===== config.mk =====
export PLATFORM = sky130hd
export DESIGN_NAME = name_entry_ctrl_flat
export DESIGN_NICKNAME = d
export VERILOG_FILES = /design/src/rtl/name_entry_ctrl_pkg.sv /design/src/rtl/name_entry_ctrl_if.sv /design/src/rtl/name_entry_ctrl_btn_repeat.sv /design/src/rtl/name_entry_ctrl.sv /design/src/flat_wrapper.sv
export SDC_FILE = /design/constraint.sdc
export NUM_CORES = 1
export LEC_CHECK = 0
export ABC_CLOCK_PERIOD_IN_PS = 4000
export BUFFER_PORTS_ARGS = -buffer_cell sky130_fd_sc_hd__buf_4
export CORE_MARGIN = 2
export CORE_UTILIZATION = 40
export CTS_CLUSTER_DIAMETER = 150
export DETAILED_ROUTE_END_ITERATION = 16
export PLACE_DENSITY = 0.61
export SLEW_MARGIN = 20
export SYNTH_ARGS = -nofsm -noshare
export SYNTH_HDL_FRONTEND = slang
export SYNTH_SLANG_ARGS = --single-unit

===== constraint.sdc =====
create_clock -name clk -period 4 [get_ports clk]
set_clock_uncertainty 0.05 [all_clocks]
set_input_delay 0.8 -clock clk [delete_from_list [all_inputs] [get_ports clk]]
set_output_delay 0.8 -clock clk [all_outputs]
set_load 0.005 [all_outputs]

===== src/rtl/name_entry_ctrl_pkg.sv =====
// Shared constants and helpers for the scoreboard name-entry controller.
//   - scene encoding shared with the top-level scene FSM
//   - name/letter geometry and letter arithmetic helpers
package name_entry_ctrl_pkg;

   localparam int unsigned STATE_SIZE  = 3;
   localparam int unsigned STRING_SIZE = 15;
   localparam int unsigned CHAR_W      = 5;

   localparam logic [STATE_SIZE-1:0] SCENE_TITLE      = 3'd0;
   localparam logic [STATE_SIZE-1:0] SCENE_GAME_START = 3'd1;
   localparam logic [STATE_SIZE-1:0] SCENE_GAME       = 3'd2;
   localparam logic [STATE_SIZE-1:0] SCENE_GAME_OVER  = 3'd3;
   localparam logic [STATE_SIZE-1:0] SCENE_SCOREBOARD = 3'd4;

   localparam logic [CHAR_W-1:0] CHAR_MAX    = 5'd25;
   localparam logic [1:0]        POS_CONFIRM = 2'd3;

   function automatic logic [CHAR_W-1:0] char_inc(input logic [CHAR_W-1:0] c);
      return (c == CHAR_MAX) ? '0 : c + 1'b1;
   endfunction

   function automatic logic [CHAR_W-1:0] char_dec(input logic [CHAR_W-1:0] c);
      return (c == '0) ? CHAR_MAX : c - 1'b1;
   endfunction

   // ch0 lives in the MSBs of the name word
   function automatic logic [CHAR_W-1:0] get_char(input logic [STRING_SIZE-1:0] n,
                                                  input logic [1:0] pos);
      logic [CHAR_W-1:0] c;
      case (pos)
         2'd0:    c = n[14:10];
         2'd1:    c = n[9:5];
         default: c = n[4:0];
      endcase
      return c;
   endfunction

   function automatic logic [STRING_SIZE-1:0] set_char(input logic [STRING_SIZE-1:0] n,
                                                       input logic [1:0] pos,
                                                       input logic [CHAR_W-1:0] c);
      logic [STRING_SIZE-1:0] r;
      r = n;
      case (pos)
         2'd0:    r[14:10] = c;
         2'd1:    r[9:5]   = c;
         default: r[4:0]   = c;
      endcase
      return r;
   endfunction

endpackage


===== src/rtl/name_entry_ctrl_if.sv =====
// Commit bus between the name-entry controller and scoreboard storage.
//   player_name  : current 3-letter name {ch0,ch1,ch2}
//   commit_valid : name is ready to store, held until accepted
//   commit_ready : storage accepts the name while commit_valid is high
interface name_entry_ctrl_if;
   import name_entry_ctrl_pkg::*;

   logic [STRING_SIZE-1:0] player_name;
   logic                   commit_valid;
   logic                   commit_ready;

   modport master (output player_name, output commit_valid, input commit_ready);
   modport slave  (input player_name, input commit_valid, output commit_ready);
endinterface


===== src/rtl/name_entry_ctrl_btn_repeat.sv =====
// Rising-edge detector with optional hold-to-repeat for one debounced button.
//   clk, rst   : system clock, synchronous active-high reset
//   btn_i      : debounced button level
//   rep_en_i   : auto-repeat allowed (tie low for edge-only use)
//   clr_i      : competing button held; restarts the hold count
//   step_o     : one-cycle pulse on the press edge and on every repeat step
module name_entry_ctrl_btn_repeat #(
   parameter int unsigned REPEAT_DELAY  = 50_000_000,
   parameter int unsigned REPEAT_PERIOD = 10_000_000
) (
   input  logic clk,
   input  logic rst,
   input  logic btn_i,
   input  logic rep_en_i,
   input  logic clr_i,
   output logic step_o
);

   localparam int unsigned CNT_W = $clog2(REPEAT_DELAY + 1);
   localparam logic [CNT_W-1:0] FIRE_AT = CNT_W'(REPEAT_DELAY - 1);
   localparam logic [CNT_W-1:0] RELOAD  = CNT_W'(REPEAT_DELAY - REPEAT_PERIOD);

   logic             prev_q;
   logic             armed_q, armed_d;
   logic [CNT_W-1:0] cnt_q, cnt_d;
   logic             edge_w, hold_w, rep_w;

   always_comb begin
      edge_w  = btn_i & ~prev_q;
      // Only a press that happened while repeat was allowed may repeat, so a
      // button already held when editing starts never auto-steps.
      hold_w  = btn_i & prev_q & armed_q & rep_en_i;
      rep_w   = hold_w & ~clr_i & (cnt_q == FIRE_AT);
      step_o  = edge_w | rep_w;
      armed_d = armed_q;
      cnt_d   = cnt_q;
      if (edge_w) begin
         armed_d = rep_en_i;
         cnt_d   = '0;
      end else if (hold_w) begin
         if (clr_i)
            cnt_d = '0;
         else if (rep_w)
            cnt_d = RELOAD;   // next step lands REPEAT_PERIOD cycles later
         else
            cnt_d = cnt_q + 1'b1;
      end else begin
         armed_d = 1'b0;
         cnt_d   = '0;
      end
   end

   always_ff @(posedge clk) begin
      if (rst) begin
         prev_q  <= 1'b0;
         armed_q <= 1'b0;
         cnt_q   <= '0;
      end else begin
         prev_q  <= btn_i;
         armed_q <= armed_d;
         cnt_q   <= cnt_d;
      end
   end

endmodule


===== src/rtl/name_entry_ctrl.sv =====
// Scoreboard name-entry controller: turns button presses into a 3-letter name
// and cursor position, then hands the name to storage over a valid/ready bus.
//   clk, rst       : system clock, synchronous active-high reset
//   state_i        : current scene from the top-level scene FSM
//   btn_*_i        : debounced button levels (up, down, left, right, enter)
//   input_pos_o    : cursor, 0..2 letter slot, 3 confirm box
//   editing_o      : high while the name is being edited
//   bus            : player_name / commit_valid out, commit_ready in
//
// state  | meaning
// IDLE   | not on the scoreboard scene; name keeps its last value
// EDIT   | letters and cursor follow button presses
// COMMIT | commit_valid held, buttons ignored, waiting for commit_ready
// DONE   | name stored; name and cursor frozen on display
module name_entry_ctrl
   import name_entry_ctrl_pkg::*;
#(
   parameter int unsigned REPEAT_DELAY  = 50_000_000,
   parameter int unsigned REPEAT_PERIOD = 10_000_000
) (
   input  logic                  clk,
   input  logic                  rst,
   input  logic [STATE_SIZE-1:0] state_i,
   input  logic                  btn_up_i,
   input  logic                  btn_down_i,
   input  logic                  btn_left_i,
   input  logic                  btn_right_i,
   input  logic                  btn_enter_i,
   output logic [1:0]            input_pos_o,
   output logic                  editing_o,
   name_entry_ctrl_if.master     bus
);

   typedef enum logic [1:0] {IDLE, EDIT, COMMIT, DONE} fsm_e;

   fsm_e                   fsm_q;
   logic [STRING_SIZE-1:0] name_q;
   logic [1:0]             pos_q;
   logic                   valid_q;
   logic                   editing_q;

   logic up_s, down_s, left_s, right_s, enter_s;
   logic in_slot;
   logic [CHAR_W-1:0] cur_char;

   assign in_slot  = (pos_q != POS_CONFIRM);
   assign cur_char = get_char(name_q, pos_q);

   name_entry_ctrl_btn_repeat #(.REPEAT_DELAY(REPEAT_DELAY), .REPEAT_PERIOD(REPEAT_PERIOD)) u_up (
      .clk(clk), .rst(rst), .btn_i(btn_up_i),
      .rep_en_i(editing_q & in_slot), .clr_i(btn_down_i), .step_o(up_s));

   name_entry_ctrl_btn_repeat #(.REPEAT_DELAY(REPEAT_DELAY), .REPEAT_PERIOD(REPEAT_PERIOD)) u_down (
      .clk(clk), .rst(rst), .btn_i(btn_down_i),
      .rep_en_i(editing_q & in_slot), .clr_i(btn_up_i), .step_o(down_s));

   name_entry_ctrl_btn_repeat #(.REPEAT_DELAY(REPEAT_DELAY), .REPEAT_PERIOD(REPEAT_PERIOD)) u_left (
      .clk(clk), .rst(rst), .btn_i(btn_left_i),
      .rep_en_i(1'b0), .clr_i(1'b0), .step_o(left_s));

   name_entry_ctrl_btn_repeat #(.REPEAT_DELAY(REPEAT_DELAY), .REPEAT_PERIOD(REPEAT_PERIOD)) u_right (
      .clk(clk), .rst(rst), .btn_i(btn_right_i),
      .rep_en_i(1'b0), .clr_i(1'b0), .step_o(right_s));

   name_entry_ctrl_btn_repeat #(.REPEAT_DELAY(REPEAT_DELAY), .REPEAT_PERIOD(REPEAT_PERIOD)) u_enter (
      .clk(clk), .rst(rst), .btn_i(btn_enter_i),
      .rep_en_i(1'b0), .clr_i(1'b0), .step_o(enter_s));

   always_ff @(posedge clk) begin
      if (rst) begin
         fsm_q     <= IDLE;
         name_q    <= '0;
         pos_q     <= 2'd0;
         valid_q   <= 1'b0;
         editing_q <= 1'b0;
      end else if (state_i != SCENE_SCOREBOARD) begin
         // leaving the scene aborts any pending commit without a transfer
         fsm_q     <= IDLE;
         valid_q   <= 1'b0;
         editing_q <= 1'b0;
      end else begin
         unique case (fsm_q)
            IDLE: begin
               name_q    <= '0;
               pos_q     <= 2'd0;
               fsm_q     <= EDIT;
               editing_q <= 1'b1;
            end
            EDIT: begin
               // one action per cycle: enter > up > down > left > right
               if (enter_s) begin
                  if (pos_q == POS_CONFIRM) begin
                     valid_q   <= 1'b1;
                     editing_q <= 1'b0;
                     fsm_q     <= COMMIT;
                  end else begin
                     pos_q <= pos_q + 2'd1;
                  end
               end else if (up_s && in_slot) begin
                  name_q <= set_char(name_q, pos_q, char_inc(cur_char));
               end else if (down_s && in_slot) begin
                  name_q <= set_char(name_q, pos_q, char_dec(cur_char));
               end else if (left_s) begin
                  pos_q <= pos_q - 2'd1;
               end else if (right_s) begin
                  pos_q <= pos_q + 2'd1;
               end
            end
            COMMIT: begin
               if (bus.commit_ready) begin
                  valid_q <= 1'b0;
                  fsm_q   <= DONE;
               end
            end
            DONE: begin
               fsm_q <= DONE;
            end
            default: fsm_q <= IDLE;
         endcase
      end
   end

   assign bus.player_name  = name_q;
   assign bus.commit_valid = valid_q;
   assign input_pos_o      = pos_q;
   assign editing_o        = editing_q;

endmodule


===== src/flat_wrapper.sv =====
// flat-port wrapper written by rule: the top's interface ports become plain ports
module name_entry_ctrl_flat import name_entry_ctrl_pkg::*;
#(
   parameter int unsigned REPEAT_DELAY  = 50_000_000,
   parameter int unsigned REPEAT_PERIOD = 10_000_000
)
  (clk, rst, state_i, btn_up_i, btn_down_i, btn_left_i, btn_right_i, btn_enter_i, input_pos_o, editing_o, bus_player_name, bus_commit_valid, bus_commit_ready);
  name_entry_ctrl_if bus_i ();
  input  logic clk;
  input  logic rst;
  input  logic [STATE_SIZE-1:0] state_i;
  input  logic btn_up_i;
  input  logic btn_down_i;
  input  logic btn_left_i;
  input  logic btn_right_i;
  input  logic btn_enter_i;
  output logic [1:0] input_pos_o;
  output logic editing_o;
  output wire logic [$bits(bus_i.player_name)-1:0] bus_player_name;
  output wire logic [$bits(bus_i.commit_valid)-1:0] bus_commit_valid;
  input wire logic [$bits(bus_i.commit_ready)-1:0] bus_commit_ready;
  assign bus_player_name = bus_i.player_name;
  assign bus_commit_valid = bus_i.commit_valid;
  assign bus_i.commit_ready = bus_commit_ready;
  name_entry_ctrl #(.REPEAT_DELAY(REPEAT_DELAY), .REPEAT_PERIOD(REPEAT_PERIOD)) u_core (.clk(clk), .rst(rst), .state_i(state_i), .btn_up_i(btn_up_i), .btn_down_i(btn_down_i), .btn_left_i(btn_left_i), .btn_right_i(btn_right_i), .btn_enter_i(btn_enter_i), .input_pos_o(input_pos_o), .editing_o(editing_o), .bus(bus_i));
endmodule

==> results.py <==
metrics = {
    "logic_synthesis": {
        "synth_edf_count": 0,
        "syn_area_um2": 3891,
        "synth_top_flop_cell": "dfxtp_1",
        "syn_avg_cell_area_um2": 8.744,
        "synthTopCellsByCount": "80 x dfxtp_1, 72 x nor2_1, 33 x nand3_1, 31 x xor2_1, 21 x nand2_1",
        "synth_area_leaders": "dfxtp_1 41%, xor2_1 7.0%, nor2_1 6.9%, nand3_1 4.2%, xnor2_1 3.8%",
        "synth_top_cell_area_share_pct": 41.16,
        "async_reset_ff_share_pct": 0,
        "synth_cell_types": 56,
        "yosysMostFrequentCell": "dfxtp_1",
        "synth_seq_cells": 80,
        "yosysTopAreaCell": "dfxtp_1",
        "yosysWarningCount": 0,
        "synth_cells": 445,
        "syn-num-nets": 464,
        "ys_seq_area_share_pct": 41.16,
    },
    "clocking": {
        "clock-root-buffer": "clkbuf_8",
        "numCtsBuffers": 9,
        "clock_latency_ps": 350,
        "clk_path_buf_depth": 2,
        "cts-htree-levels": 3,
        "cts_resized": 0,
        "cts_tree": "built",
        "clkSinkCount": 80,
        "postCtsSetupRepairBufs": 0,
        "path_clk_slew_ps": 80,
        "cts_hold_buf": 0,
    },
    "power_and_ir_drop": {
        "irDropWorstVdd_v": 0.0002090,
        "p_switching_w": 0.0003199,
        "power_w": 0.001440,
        "clkPwrFrac_pct": 41.4,
        "p_comb_share_pct": 3.0,
        "intPower_w": 0.001120,
        "p_sw_share_pct": 22.22,
        "leakage_nw": 1.585,
        "power_frac_seq_pct": 55.7,
        "p_per_area_nw_per_um2": 324.9,
    },
    "critical_path": {
        "cpPeakStageDelay_ps": 450,
        "r2r_start": "u_core.input_pos_o[0]$_SDFFE_PP0P_",
        "startpoint_type": "register",
        "end_kind": "register",
        "path_cells": "inv_1 > ha_1 > a22o_1 > a21oi_1 > inv_1 > ha_1 > nor3_1 > a211oi_1 > mux2_2 > o31ai_1",
        "critical_path_required_ps": 4210,
        "setup.worst_path.start": "u_core.input_pos_o[0]$_SDFFE_PP0P_",
        "crit_slowest_cell": "a21oi_1",
        "rr_endpoint": "u_core.bus.player_name[14]$_SDFFE_PP0P_",
        "reg2reg_depth": 10,
        "crit_arrival_ps": 3130,
        "crit_path_end": "u_core.bus.player_name[14]$_SDFFE_PP0P_",
        "reg2reg_slack_ps": 1070,
        "critPathKind": "reg -> reg",
        "cp_max_fo": 7,
    },
    "hold_path": {
        "hold_path_class": "reg -> reg",
        "min_path_cells": 1,
    },
    "final_layout": {
        "syn_to_final_growth_pct": 13.86,
        "drive_gt1_share_pct": 13.78,
        "diodes": 0,
        "fin_util_pct": 47.50,
        "nets": 494,
    },
    "sta": {
        "holdWs_ps": 417.3,
        "worst_pin_slew_ps": 853.8,
        "fin_crit_ps": 2928,
        "rsz0062_at_grt": "no",
        "relSlewSlack_pct": 42.18,
        "setup_viol": 0,
        "hold_viol": 0,
        "setup_slack_ps": 1072,
        "slew_violations": 0,
        "period_share_pct": 73.20,
        "fmax_mhz": 341.5,
        "tns_ps": 0,
    },
    "die": {
        "io_pins": 30,
        "die_y_um": 102.6,
        "start_util_pct": 41.72,
        "die_w_um": 102.6,
        "die-area_um2": 10530,
        "coreArea_um2": 9328,
        "core.rowCount": 35,
    },
    "placed_design": {
        "place_ws_ps": 993.2,
        "hpwl_mm": 5.887,
        "gp_congestion": 0.8118,
        "portBuffers": 29,
    },
    "routing": {
        "wl_per_cell_um": 13.33,
        "drt_iter0_drc": 153,
        "drtPass1Iterations": 5,
        "routed_via_density": 5.204,
        "drc": 0,
        "vias": 3164,
        "ant_nets": 0,
        "wirelength_mm": 8.107,
    },
    "grt": {
        "grt_pass1_vias": 2960,
        "antenna_found_initial": 0,
        "grt_pass1_wl_mm": 13.78,
        "grt_use_total_pct": 16.61,
        "grt-ovfl-total": 0,
        "grt_max_degree": 21,
    },
    "outcome": {
        "status": "completed",
    },
    "flow_run": {
        "drv_cap": 0,
    },
}
[logic make-up (layout without fill, tap and decap cells)]
group / after synthesis / after routing / share of synthesized area [%]
AOI/OAI and AO/OA: 61 / 61 / 11.19
xor gates and xnor gates: 48 / 48 / 10.80
adders and majority gates: 8 / 8 / 2.572
buffers and inverters: 26 / 60 / 2.604
DFF: 80 / 80 / 41.16
muxes: 10 / 10 / 2.733
and+or+nand+nor: 212 / 212 / 28.94
[critical path, delay by kind of cell (launching register included)]
| kind | cells | cell delay, ps |
|---|---|---|
| flip-flops | 1 | 420 |
| multiplexers | 1 | 320 |
| AO/OA/AOI/OAI | 4 | 1060 |
| adder cells (fa/ha/maj) | 2 | 570 |
| AND/OR/NAND/NOR | 1 | 200 |
| buffers and inverters | 2 | 220 |
[sequential cells by signal (all words and copies together) (netlist names), 2 cells and up]
| signal | cells |
|---|---|
| u_core.fsm_q | 2 |
| u_core.input_pos_o | 2 |
| u_core.u_up.cnt_q | 26 |
| u_core.u_down.cnt_q | 26 |
| u_core.bus.player_name | 15 |
[cells in the final DEF, fill, tap and decap left out, types with 4 or more instances in the layout]
| master | n |
|---|---|
| dfxtp_1 | 80 |
| nor2_1 | 72 |
| nand3_1 | 33 |
| xor2_1 | 31 |
| buf_4 | 31 |
| nand2_1 | 21 |
| xnor2_1 | 17 |
| nand4_1 | 15 |
| inv_1 | 14 |
| a21oi_1 | 14 |
| o21ai_0 | 11 |
| nor2b_1 | 10 |
| nor3_1 | 10 |
| clkbuf_8 | 10 |
| o31ai_1 | 9 |
| ha_1 | 8 |
| and3_1 | 7 |
| and4_1 | 7 |
| nand2b_1 | 7 |
| a22o_1 | 5 |
| or2_2 | 5 |
| mux2i_1 | 5 |
| or3_1 | 4 |
[layout make-up]
class	instances	area, um^2
multi-input combinational	339	2188
clock inverter	5	56.30
fill	904	4897
inverter	14	52.55
tap	129	161.4
sequential	80	1602
timing repair buffer	31	232.7
clock buffer	10	137.6
[power by group through the flow]
stage | clock, W | combinational [W] | sequential (W)
6_report | 0.000595 | 0.0000426 | 0.000802
5_1_grt | 0.000646 | 0.0000476 | 0.000802
4_1_cts | 0.000617 | 0.0000428 | 0.000802
3_5_place_dp | 0 | 0.0000427 | 0.000820
3_3_place_gp | 0 | 0.0000419 | 0.000820
2_1_floorplan | 0 | 0.0000276 | 0.000819
[worst min-delay path by stage]
stage	startpoint	endpoint	slack, ps
3_5_place_dp	u_core.u_down.cnt_q[0]$_SDFF_PP0_	u_core.u_down.cnt_q[0]$_SDFF_PP0_	400
2_1_floorplan	u_core.u_down.cnt_q[0]$_SDFF_PP0_	u_core.u_down.cnt_q[0]$_SDFF_PP0_	380
3_3_place_gp	u_core.u_up.cnt_q[0]$_SDFF_PP0_	u_core.u_up.cnt_q[0]$_SDFF_PP0_	400
4_1_cts	u_core.u_down.cnt_q[0]$_SDFF_PP0_	u_core.u_down.cnt_q[0]$_SDFF_PP0_	420
6_report	u_core.u_up.cnt_q[0]$_SDFF_PP0_	u_core.u_up.cnt_q[0]$_SDFF_PP0_	420
5_1_grt	u_core.u_up.cnt_q[0]$_SDFF_PP0_	u_core.u_up.cnt_q[0]$_SDFF_PP0_	440
[per-layer routing]
layer | share of wire (%) | track usage [%]
met5 | 0 | 0
met4 | 1.3 | 5.026
met3 | 4.5 | 4.678
met2 | 44 | 26.19
met1 | 50 | 22.17
[per-stage QoR]
| step | std cells | cell area, um^2 |
|---|---|---|
| global placement | 593 | 4237 |
| detailed placement | 593 | 4237 |
| CTS | 608 | 4431 |
| finish | 608 | 4431 |
| floorplan | 445 | 3891 |
| global route | 608 | 4431 |
(Power assumes the default switching activity.)
